**src/rtl/nanorv32_ahb_arbiter_if.sv**
```systemverilog
// nanorv32_ahb_arbiter_if: bus bundle for the two-master AHB-lite arbiter.
// Carries the I-side and D-side master buses and the shared slave bus.
// modport slave  : the arbiter's view (accepts master requests, drives the slave).
// modport master : the environment's view (masters plus the shared slave).
interface nanorv32_ahb_arbiter_if #(
    parameter int AW = 32,
    parameter int DW = 32
);
    // I-side master bus
    logic [AW-1:0] haddri;
    logic          htransi;
    logic [2:0]    hsizei;
    logic [3:0]    hproti;
    logic          hwritei;
    logic [DW-1:0] hwdatai;
    logic [DW-1:0] hrdatai;
    logic          hreadyi;
    logic          hrespi;
    // D-side master bus
    logic [AW-1:0] haddrd;
    logic          htransd;
    logic [2:0]    hsized;
    logic [3:0]    hprotd;
    logic          hwrited;
    logic [DW-1:0] hwdatad;
    logic [DW-1:0] hrdatad;
    logic          hreadyd;
    logic          hrespd;
    // shared slave bus
    logic [AW-1:0] haddrs;
    logic          htranss;
    logic [2:0]    hsizes;
    logic [3:0]    hprots;
    logic          hwrites;
    logic [DW-1:0] hwdatas;
    logic          hmasters;
    logic [DW-1:0] hrdatas;
    logic          hreadys;
    logic          hresps;

    modport slave (
        input  haddri, htransi, hsizei, hproti, hwritei, hwdatai,
        output hrdatai, hreadyi, hrespi,
        input  haddrd, htransd, hsized, hprotd, hwrited, hwdatad,
        output hrdatad, hreadyd, hrespd,
        output haddrs, htranss, hsizes, hprots, hwrites, hwdatas, hmasters,
        input  hrdatas, hreadys, hresps
    );

    modport master (
        output haddri, htransi, hsizei, hproti, hwritei, hwdatai,
        input  hrdatai, hreadyi, hrespi,
        output haddrd, htransd, hsized, hprotd, hwrited, hwdatad,
        input  hrdatad, hreadyd, hrespd,
        input  haddrs, htranss, hsizes, hprots, hwrites, hwdatas, hmasters,
        output hrdatas, hreadys, hresps
    );
endinterface

```
**src/rtl/nanorv32_ahb_arbiter.sv**
```systemverilog
// nanorv32_ahb_arbiter: shares one AHB-lite slave between the I-side prefetch
// port and the D-side load/store port. Each master's address phase lands in a
// one-entry buffer, is issued on the next hreadys edge, and the data phase is
// routed back by the registered data-phase owner.
// Optional feature: NANORV32_ARB_ROUND_ROBIN_EN selects round-robin arbitration
// between simultaneous requests; undefined gives D-side fixed priority.
module nanorv32_ahb_arbiter #(
    parameter int AW = 32,
    parameter int DW = 32
) (
    input  logic                    clk,
    input  logic                    rst_n,
    nanorv32_ahb_arbiter_if.slave   bus
);

    // request buffers
    logic          pend_i_r;
    logic          pend_d_r;
    logic [AW-1:0] addr_i_r;
    logic [AW-1:0] addr_d_r;
    logic [2:0]    size_i_r;
    logic [2:0]    size_d_r;
    logic [3:0]    prot_i_r;
    logic [3:0]    prot_d_r;
    logic          write_i_r;
    logic          write_d_r;

    // slave address phase (htranss_r doubles as aph_valid, hmasters_r as aph_owner)
    logic [AW-1:0] haddrs_r;
    logic          htranss_r;
    logic [2:0]    hsizes_r;
    logic [3:0]    hprots_r;
    logic          hwrites_r;
    logic          hmasters_r;

    // slave data phase
    logic          dph_valid_r;
    logic          dph_owner_r;

`ifdef NANORV32_ARB_ROUND_ROBIN_EN
    logic          last_grant_r;
`endif

    logic          busy_i_s;
    logic          busy_d_s;
    logic          hready_i_s;
    logic          hready_d_s;
    logic          cap_i_s;
    logic          cap_d_s;
    logic          grant_d_s;
    logic          pend_any_s;

    // per-master busy/ready; the completing data-phase cycle reopens the port
    always_comb begin
        busy_i_s   = pend_i_r | (htranss_r & ~hmasters_r) | (dph_valid_r & ~dph_owner_r);
        busy_d_s   = pend_d_r | (htranss_r & hmasters_r) | (dph_valid_r & dph_owner_r);
        hready_i_s = ~busy_i_s | (dph_valid_r & ~dph_owner_r & bus.hreadys);
        hready_d_s = ~busy_d_s | (dph_valid_r & dph_owner_r & bus.hreadys);
        cap_i_s    = bus.htransi & hready_i_s;
        cap_d_s    = bus.htransd & hready_d_s;
        pend_any_s = pend_i_r | pend_d_r;
    end

    // pick the winner among the buffered requests (1 = D-side)
    always_comb begin
        grant_d_s = 1'b0;
`ifdef NANORV32_ARB_ROUND_ROBIN_EN
        if (pend_i_r && pend_d_r) begin
            grant_d_s = ~last_grant_r;
        end else begin
            grant_d_s = pend_d_r;
        end
`else
        grant_d_s = pend_d_r;
`endif
    end

    // request capture, slave address phase sequencing and data-phase tracking
    always_ff @(posedge clk or negedge rst_n) begin
        if (!rst_n) begin
            pend_i_r    <= 1'b0;
            pend_d_r    <= 1'b0;
            addr_i_r    <= {AW{1'b0}};
            addr_d_r    <= {AW{1'b0}};
            size_i_r    <= 3'd0;
            size_d_r    <= 3'd0;
            prot_i_r    <= 4'd0;
            prot_d_r    <= 4'd0;
            write_i_r   <= 1'b0;
            write_d_r   <= 1'b0;
            haddrs_r    <= {AW{1'b0}};
            htranss_r   <= 1'b0;
            hsizes_r    <= 3'd0;
            hprots_r    <= 4'd0;
            hwrites_r   <= 1'b0;
            hmasters_r  <= 1'b0;
            dph_valid_r <= 1'b0;
            dph_owner_r <= 1'b0;
`ifdef NANORV32_ARB_ROUND_ROBIN_EN
            last_grant_r <= 1'b0;
`endif
        end else begin
            // a master can never be captured and granted on the same edge:
            // capture needs hready high, which a pending master never has
            if (cap_i_s) begin
                pend_i_r  <= 1'b1;
                addr_i_r  <= bus.haddri;
                size_i_r  <= bus.hsizei;
                prot_i_r  <= bus.hproti;
                write_i_r <= bus.hwritei;
            end else if (bus.hreadys && pend_i_r && !grant_d_s) begin
                pend_i_r  <= 1'b0;
            end

            if (cap_d_s) begin
                pend_d_r  <= 1'b1;
                addr_d_r  <= bus.haddrd;
                size_d_r  <= bus.hsized;
                prot_d_r  <= bus.hprotd;
                write_d_r <= bus.hwrited;
            end else if (bus.hreadys && pend_d_r && grant_d_s) begin
                pend_d_r  <= 1'b0;
            end

            // slave address phase only advances when the slave is ready
            if (bus.hreadys) begin
                dph_valid_r <= htranss_r;
                dph_owner_r <= hmasters_r;
                if (pend_any_s) begin
                    htranss_r  <= 1'b1;
                    hmasters_r <= grant_d_s;
                    haddrs_r   <= grant_d_s ? addr_d_r  : addr_i_r;
                    hsizes_r   <= grant_d_s ? size_d_r  : size_i_r;
                    hprots_r   <= grant_d_s ? prot_d_r  : prot_i_r;
                    hwrites_r  <= grant_d_s ? write_d_r : write_i_r;
`ifdef NANORV32_ARB_ROUND_ROBIN_EN
                    last_grant_r <= grant_d_s;
`endif
                end else begin
                    htranss_r  <= 1'b0;
                end
            end
        end
    end

    // address phase and response routing
    assign bus.haddrs   = haddrs_r;
    assign bus.htranss  = htranss_r;
    assign bus.hsizes   = hsizes_r;
    assign bus.hprots   = hprots_r;
    assign bus.hwrites  = hwrites_r;
    assign bus.hmasters = hmasters_r;
    assign bus.hwdatas  = dph_owner_r ? bus.hwdatad : bus.hwdatai;
    assign bus.hrdatai  = bus.hrdatas;
    assign bus.hrdatad  = bus.hrdatas;
    assign bus.hreadyi  = hready_i_s;
    assign bus.hreadyd  = hready_d_s;
    assign bus.hrespi   = bus.hresps & dph_valid_r & ~dph_owner_r;
    assign bus.hrespd   = bus.hresps & dph_valid_r & dph_owner_r;

endmodule

```
**src/flat_wrapper.sv**
```systemverilog
// flat-port wrapper written by rule: the top's interface ports become plain ports
module nanorv32_ahb_arbiter_flat 
#(
    parameter int AW = 32,
    parameter int DW = 32
)
  (clk, rst_n, bus_haddri, bus_htransi, bus_hsizei, bus_hproti, bus_hwritei, bus_hwdatai, bus_hrdatai, bus_hreadyi, bus_hrespi, bus_haddrd, bus_htransd, bus_hsized, bus_hprotd, bus_hwrited, bus_hwdatad, bus_hrdatad, bus_hreadyd, bus_hrespd, bus_haddrs, bus_htranss, bus_hsizes, bus_hprots, bus_hwrites, bus_hwdatas, bus_hmasters, bus_hrdatas, bus_hreadys, bus_hresps);
  nanorv32_ahb_arbiter_if #(.AW(AW), .DW(DW)) bus_i ();
  input  logic clk;
  input  logic rst_n;
  input wire logic [$bits(bus_i.haddri)-1:0] bus_haddri;
  input wire logic [$bits(bus_i.htransi)-1:0] bus_htransi;
  input wire logic [$bits(bus_i.hsizei)-1:0] bus_hsizei;
  input wire logic [$bits(bus_i.hproti)-1:0] bus_hproti;
  input wire logic [$bits(bus_i.hwritei)-1:0] bus_hwritei;
  input wire logic [$bits(bus_i.hwdatai)-1:0] bus_hwdatai;
  output wire logic [$bits(bus_i.hrdatai)-1:0] bus_hrdatai;
  output wire logic [$bits(bus_i.hreadyi)-1:0] bus_hreadyi;
  output wire logic [$bits(bus_i.hrespi)-1:0] bus_hrespi;
  input wire logic [$bits(bus_i.haddrd)-1:0] bus_haddrd;
  input wire logic [$bits(bus_i.htransd)-1:0] bus_htransd;
  input wire logic [$bits(bus_i.hsized)-1:0] bus_hsized;
  input wire logic [$bits(bus_i.hprotd)-1:0] bus_hprotd;
  input wire logic [$bits(bus_i.hwrited)-1:0] bus_hwrited;
  input wire logic [$bits(bus_i.hwdatad)-1:0] bus_hwdatad;
  output wire logic [$bits(bus_i.hrdatad)-1:0] bus_hrdatad;
  output wire logic [$bits(bus_i.hreadyd)-1:0] bus_hreadyd;
  output wire logic [$bits(bus_i.hrespd)-1:0] bus_hrespd;
  output wire logic [$bits(bus_i.haddrs)-1:0] bus_haddrs;
  output wire logic [$bits(bus_i.htranss)-1:0] bus_htranss;
  output wire logic [$bits(bus_i.hsizes)-1:0] bus_hsizes;
  output wire logic [$bits(bus_i.hprots)-1:0] bus_hprots;
  output wire logic [$bits(bus_i.hwrites)-1:0] bus_hwrites;
  output wire logic [$bits(bus_i.hwdatas)-1:0] bus_hwdatas;
  output wire logic [$bits(bus_i.hmasters)-1:0] bus_hmasters;
  input wire logic [$bits(bus_i.hrdatas)-1:0] bus_hrdatas;
  input wire logic [$bits(bus_i.hreadys)-1:0] bus_hreadys;
  input wire logic [$bits(bus_i.hresps)-1:0] bus_hresps;
  assign bus_i.haddri = bus_haddri;
  assign bus_i.htransi = bus_htransi;
  assign bus_i.hsizei = bus_hsizei;
  assign bus_i.hproti = bus_hproti;
  assign bus_i.hwritei = bus_hwritei;
  assign bus_i.hwdatai = bus_hwdatai;
  assign bus_hrdatai = bus_i.hrdatai;
  assign bus_hreadyi = bus_i.hreadyi;
  assign bus_hrespi = bus_i.hrespi;
  assign bus_i.haddrd = bus_haddrd;
  assign bus_i.htransd = bus_htransd;
  assign bus_i.hsized = bus_hsized;
  assign bus_i.hprotd = bus_hprotd;
  assign bus_i.hwrited = bus_hwrited;
  assign bus_i.hwdatad = bus_hwdatad;
  assign bus_hrdatad = bus_i.hrdatad;
  assign bus_hreadyd = bus_i.hreadyd;
  assign bus_hrespd = bus_i.hrespd;
  assign bus_haddrs = bus_i.haddrs;
  assign bus_htranss = bus_i.htranss;
  assign bus_hsizes = bus_i.hsizes;
  assign bus_hprots = bus_i.hprots;
  assign bus_hwrites = bus_i.hwrites;
  assign bus_hwdatas = bus_i.hwdatas;
  assign bus_hmasters = bus_i.hmasters;
  assign bus_i.hrdatas = bus_hrdatas;
  assign bus_i.hreadys = bus_hreadys;
  assign bus_i.hresps = bus_hresps;
  nanorv32_ahb_arbiter #(.AW(AW), .DW(DW)) u_core (.clk(clk), .rst_n(rst_n), .bus(bus_i));
endmodule
```
**config.mk**
```make
export PLATFORM = sky130hd
export DESIGN_NAME = nanorv32_ahb_arbiter_flat
export DESIGN_NICKNAME = d
export VERILOG_FILES = /design/src/rtl/nanorv32_ahb_arbiter_if.sv /design/src/rtl/nanorv32_ahb_arbiter.sv /design/src/flat_wrapper.sv
export SDC_FILE = /design/constraint.sdc
export NUM_CORES = 1
export LEC_CHECK = 0
export ABC_CLOCK_PERIOD_IN_PS = 4650
export BUFFER_PORTS_ARGS = -buffer_cell sky130_fd_sc_hd__buf_2
export CORE_ASPECT_RATIO = 0.8
export CORE_UTILIZATION = 48
export DETAILED_ROUTE_END_ITERATION = 7
export PLACE_DENSITY = 0.81
export SYNTH_ARGS = -nofsm -noshare
export SYNTH_HDL_FRONTEND = slang
export SYNTH_SLANG_ARGS = --single-unit
```
**constraint.sdc**
```tcl
create_clock -name clk -period 4.65 [get_ports clk]
set_input_delay 0.6975 -clock clk [delete_from_list [all_inputs] [get_ports clk]]
set_output_delay 0.6975 -clock clk [all_outputs]
set_load 0.05 [all_outputs]
```
* Word level (Yosys, flattened, before mapping) *
Cells that the tools add are included.

storage, ports and cells
  bits in registers = 126
  input bits = 182
  output and inout bits = 142

operators by class
  multiplexer cells = 10
  bitwise operators = 22
  reduce and logical (&&, ||, !) cells = 8

operator list
  operator           count
  $mux 32            2
  $and 1x1->1        11
  $or 1x1->1         7
  $mux 1             6
  $logic_and 1x1->1  4
  $mux 4             1
  $not 1->1          4
  $reduce_bool 2->1  2
  $mux 3             1
  $reduce_and 2->1   1
  $logic_not 1->1    1

* Longest topological paths before layout *
  depth after elaboration = 8
  mapped depth = 6

* Worst setup path after synthesis *
No wires, ideal clock.

  path type = reg-to-output
  start = reg u_core.htranss_r, in the netlist u_core.bus.htranss
  end = out bus_hreadyi
  arrival = 2.487 ns
  path slack = 1.466 ns
  stages on the path, launching flop included = 6
  path buffers = 3
  cells stage by stage = dfrtp_1 > nor2b_1 > buf_2 > buf_2 > clkbuf_1 > o31ai_1

between the ends
  word-level cells in the longest chain between the ends = 5

RTL lines
  what                      RTL line                     source
  start, declared           nanorv32_ahb_arbiter.sv:30   logic htranss_r;
  start signal, assigned    nanorv32_ahb_arbiter.sv:92   htranss_r <= 1'b0;
  start signal, assigned    nanorv32_ahb_arbiter.sv:130  htranss_r <= 1'b1;
  start signal, assigned    nanorv32_ahb_arbiter.sv:140  htranss_r <= 1'b0;
  $and 1x1->1               nanorv32_ahb_arbiter.sv:55   busy_i_s = pend_i_r | (htranss_r & ~hmasters_r) | (dph_valid_r & ~dph_owner_r);
  $or 1x1->1 (2 in series)  nanorv32_ahb_arbiter.sv:55
  $not 1->1                 nanorv32_ahb_arbiter.sv:57   hready_i_s = ~busy_i_s | (dph_valid_r & ~dph_owner_r & bus.hreadys);
  $or 1x1->1                nanorv32_ahb_arbiter.sv:57
  end, declared             flat_wrapper.sv:18           output wire logic [$bits(bus_i.hreadyi)-1:0] bus_hreadyi;

No other way between the ends.

* Worst setup path in the final report *
  start = reg u_core.dph_owner_r
  end = out bus_hreadyd

between the ends
  word-level cells in the longest chain between the ends = 4
  elaborated cells between the ends (all ways) = 5
  those cells by class = bitwise: 5

RTL lines
  what                    RTL line                                                source
  start, declared         nanorv32_ahb_arbiter.sv:38                              logic dph_owner_r;
  start signal, assigned  nanorv32_ahb_arbiter.sv:128                             dph_owner_r <= hmasters_r;
  $and 1x1->1 (*)         nanorv32_ahb_arbiter.sv:56, nanorv32_ahb_arbiter.sv:58
  $or 1x1->1              nanorv32_ahb_arbiter.sv:56                              busy_d_s = pend_d_r | (htranss_r & hmasters_r) | (dph_valid_r & dph_owner_r);
  $not 1->1               nanorv32_ahb_arbiter.sv:58                              hready_d_s = ~busy_d_s | (dph_valid_r & dph_owner_r & bus.hreadys);
  $or 1x1->1 (*)          nanorv32_ahb_arbiter.sv:58
  end, declared           flat_wrapper.sv:27                                      output wire logic [$bits(bus_i.hreadyd)-1:0] bus_hreadyd;

Every way passes the cells marked *; elsewhere a longest branch is shown, timed or not.

==> metrics.md <==
| Metric | Value |
|---|---|
| Pre-antenna DRT Iters | `7` |
| H-tree depth | `4` |
| Leakage | `0.003922 uW` |
| Crit path max-delay family | `flip-flops` |
| CTS tree | `done` |
| Buf+Inv Stages, Crit Path | `2` |
| Headroom to the max-slew limit | `0.3818` |
| Critical Path Source Type | `register` |
| Tot GR Track Use | `0.2767` |
| Mapped Area | `7253 um^2` |
| Starting Density | `0.5005` |
| VDD IR max | `483.2 uV` |
| Slew at the pin closest to its max-slew limit | `0.9273 ns` |
| Grt met2 use | `0.4037` |
| GRT met3 Usage | `0.09763` |
| Min Tclk post-route | `3.167 ns` |
| IO Count | `324` |
| Antenna violations before repair | `1` |
| Final #Nets | `1,024` |
| Crit-path slowest cell | `dfrtp_1` |
| Via Count | `6,100` |
| MaxCap Viol Count | `0` |
| Cells after synthesis | `719` |
| Pwr/cell area | `806.9 nW/um^2` |
| Clock sinks | `126` |
| IO Port Bufs | `227` |
| WL/cell | `19.86 um` |
| FF+latch count, synth | `126` |
| Grt peak-use layer | `met2` |
| DRT iter0 DRCs | `805` |
| WP data arrival | `2.47 ns` |
| Period utilization | `0.6810` |
| Post-synth EDFFs | `0` |
| CTS max path bufs | `2` |
| Post-CTS Setup Inserts | `0` |
| Setup Crit Path Kind | `reg -> out` |
| Reg2reg end | `u_core.addr_d_r[21]` |
| Post-synth ARST share | `1.000` |
| Crit Path Max Fanout | `23` |
| Reg-to-reg startpoint | `u_core.dph_owner_r` |
| Post_cts resized | `0` |
| Clk_lat worst skew | `0.41 ns` |
| # hold bufs at CTS | `0` |
| Final wirelength | `20.64 mm` |
| Final clock skew | `0.007623 ns` |
| Antenna fix cells | `0` |
| Synthesized area per cell | `10.09 um^2` |
| Met1 GRT Util | `0.3846` |
| Pins Over Slew Limit | `0` |
| Setup Viol. Count Final | `0` |
| Placeable core area | `14,490 um^2` |
| Setup TNS | `0 ns` |
| Main synth FF type | `dfrtp_1` |
| Slowest Stage Delay on Critical Path | `0.62 ns` |
| Peak Freq | `315.8 MHz` |
| Largest net degree at the start of global routing | `85` |
| Die area | `15,610 um^2` |
| CP endpoint kind | `primary output` |
| Number of vias per cell | `5.871` |
| Area Overhead vs Synth | `18.25%` |
| # fillers | `1,205` |
| Total CTS buffers | `17` |
| Worst path cell trace | `buf_4, a221oi_1, or2_2, buf_2` |
| Syn_nets | `901` |
| Total power | `6921 uW` |
| Yosys warns | `0` |
| # rows | `39` |
| Seq. cell area | `3156 um^2` |
| Register area share after synthesis | `0.4347` |
| Area of the multi-input gates | `3354 um^2` |
| Length in cells of the worst reg-to-reg path | `5` |
| First-pass GRT wire length | `33.28 mm` |
| DRT antenna net count | `0` |
| Worst hold path type | `in -> async` |
| Final hold vios | `0` |
| Die Wd | `139.4 um` |
| Die height | `112.0 um` |
| Layout cells sized above 1 | `0.4117` |
| Req. time, crit path | `3.95 ns` |
| Final global-route overflow total | `0` |
| Dpl hpwl | `13.57 mm` |
| Outcome | `finished clean` |
| FF-to-FF setup slack | `2.04 ns` |
| Clk slew on worst S/H paths | `0.06 ns` |
| Residual DRC | `0` |
| Vias in the first global route | `5,933` |
| Global placement routability congestion | `0.7941` |
| Clk root buf | `clkbuf_16` |
| Unrepaired setup endpoints after global routing | `false` |
| Library cells used by synthesis | `27` |
-- registers in the layout, indices dropped and copies added, names as in the netlist --
register,count
u_core.dph_owner_r,1
u_core.size_d_r,3
u_core.prot_i_r,4
u_core.addr_d_r,32
u_core.write_d_r,1
u_core.bus.htranss,1
u_core.size_i_r,3
u_core.bus.hsizes,3
u_core.addr_i_r,32
u_core.bus.hwrites,1
u_core.prot_d_r,4
u_core.dph_valid_r,1
u_core.bus.hprots,4
u_core.grant_d_s,1
u_core.bus.haddrs,32
u_core.write_i_r,1
u_core.pend_i_r,1
u_core.bus.hmasters,1
-- worst register-to-register path, cell delays in order (launching register included) --
cell and delay, ns:
dfrtp_1 0.77, buf_4 0.40, a221oi_1 0.20, o21ai_4 0.16, buf_4 0.52, mux2_2 0.43
-- per-stage QoR --
stage                     utilization  std cells  worst slack (ns)  cell area, um^2  hold slack (ns)
final                          0.5918       1039             1.483             8577           0.3618
after global routing           0.5918       1039             1.312             8577           0.4196
after CTS                      0.5918       1039             1.491             8577           0.3908
after detailed placement       0.5506       1007             1.940             7980           0.4647
after global placement         0.5506       1007             1.941             7980           0.4554
after floorplan                     -        719             1.466             7253           0.4019
-- cells by family after synthesis --
group / count (synthesis) / synth area share
mux: 114 / 0.1701
simple gates: 213 / 0.1553
compound gates: 128 / 0.1314
buf+inv: 138 / 0.1085
flops: 126 / 0.4347
-- worst max-delay path by stage --
stage | startpoint | endpoint | slack, ns | cells after the start
final | u_core.dph_owner_r | bus_hreadyd | 1.48 | 4
after global routing | u_core.dph_owner_r | bus_hreadyd | 1.31 | 4
after CTS | u_core.dph_owner_r | bus_hreadyd | 1.49 | 4
after detailed placement | u_core.dph_owner_r | bus_hreadyd | 1.94 | 4
after global placement | u_core.dph_owner_r | bus_hreadyd | 1.94 | 4
after floorplan | u_core.bus.htranss | bus_hreadyi | 1.47 | 5
-- layout by cell type, fill, tap and decap left out, types with 2 or more instances in the layout --
master and count:
mux2_2 74, nor2b_4 2, and3_1 2, buf_2 226, bufinv_16 2, clkinv_2 2, dfrtp_2 2, o21ai_0 42
clkbuf_8 4, inv_1 3, nand2_1 83, dfrtp_1 124, or4_1 40, buf_4 13, clkbuf_16 17, a222oi_1 40
o21ai_4 2, o211ai_1 40, clkbuf_1 2, nor2b_1 40, mux2i_1 40, clkinvlp_4 4, nand3_1 40
-- power breakdown --
| part | total [uW] | internal (uW) | switching [uW] |
|---|---|---|---|
| combinational | 3450 | 1210 | 2230 |
| sequential | 2140 | 1670 | 475 |
| clock | 1330 | 845 | 484 |
-- Yosys cell counts (all sizes together) (2+ instances only) --
master  instances  area [um^2]
or4            40        300.3
nor2b          42        262.8
o211ai         40        300.3
nand2          83        311.6
mux2           74        833.3
mux2i          40        400.4
buf            87        595.6
a222oi         40        400.4
clkbuf         48        180.2
inv             3        11.26
o21ai          44        220.2
dfrtp         126         3153
nand3          40        200.2
and3            2        12.51
-- layout make-up --
type	instances	area share
Inverter	3	0.001313
Timing Repair Buffer	239	0.1433
Sequential cell	126	0.3679
Clock inverter	9	0.01269
Multi-Input combinational cell	455	0.3911
Clock buffer	23	0.05689
Tap cell	184	0.02684
-- per-layer routing --
layer / part of all wire / vias up
li1: - / 2850
met1: 0.44 / 2912
met2: 0.45 / 323
met3: 0.098 / 15
met4: 0.013 / 0
met5: 0 / -
No activity file was read; power rests on OpenSTA's default activity.
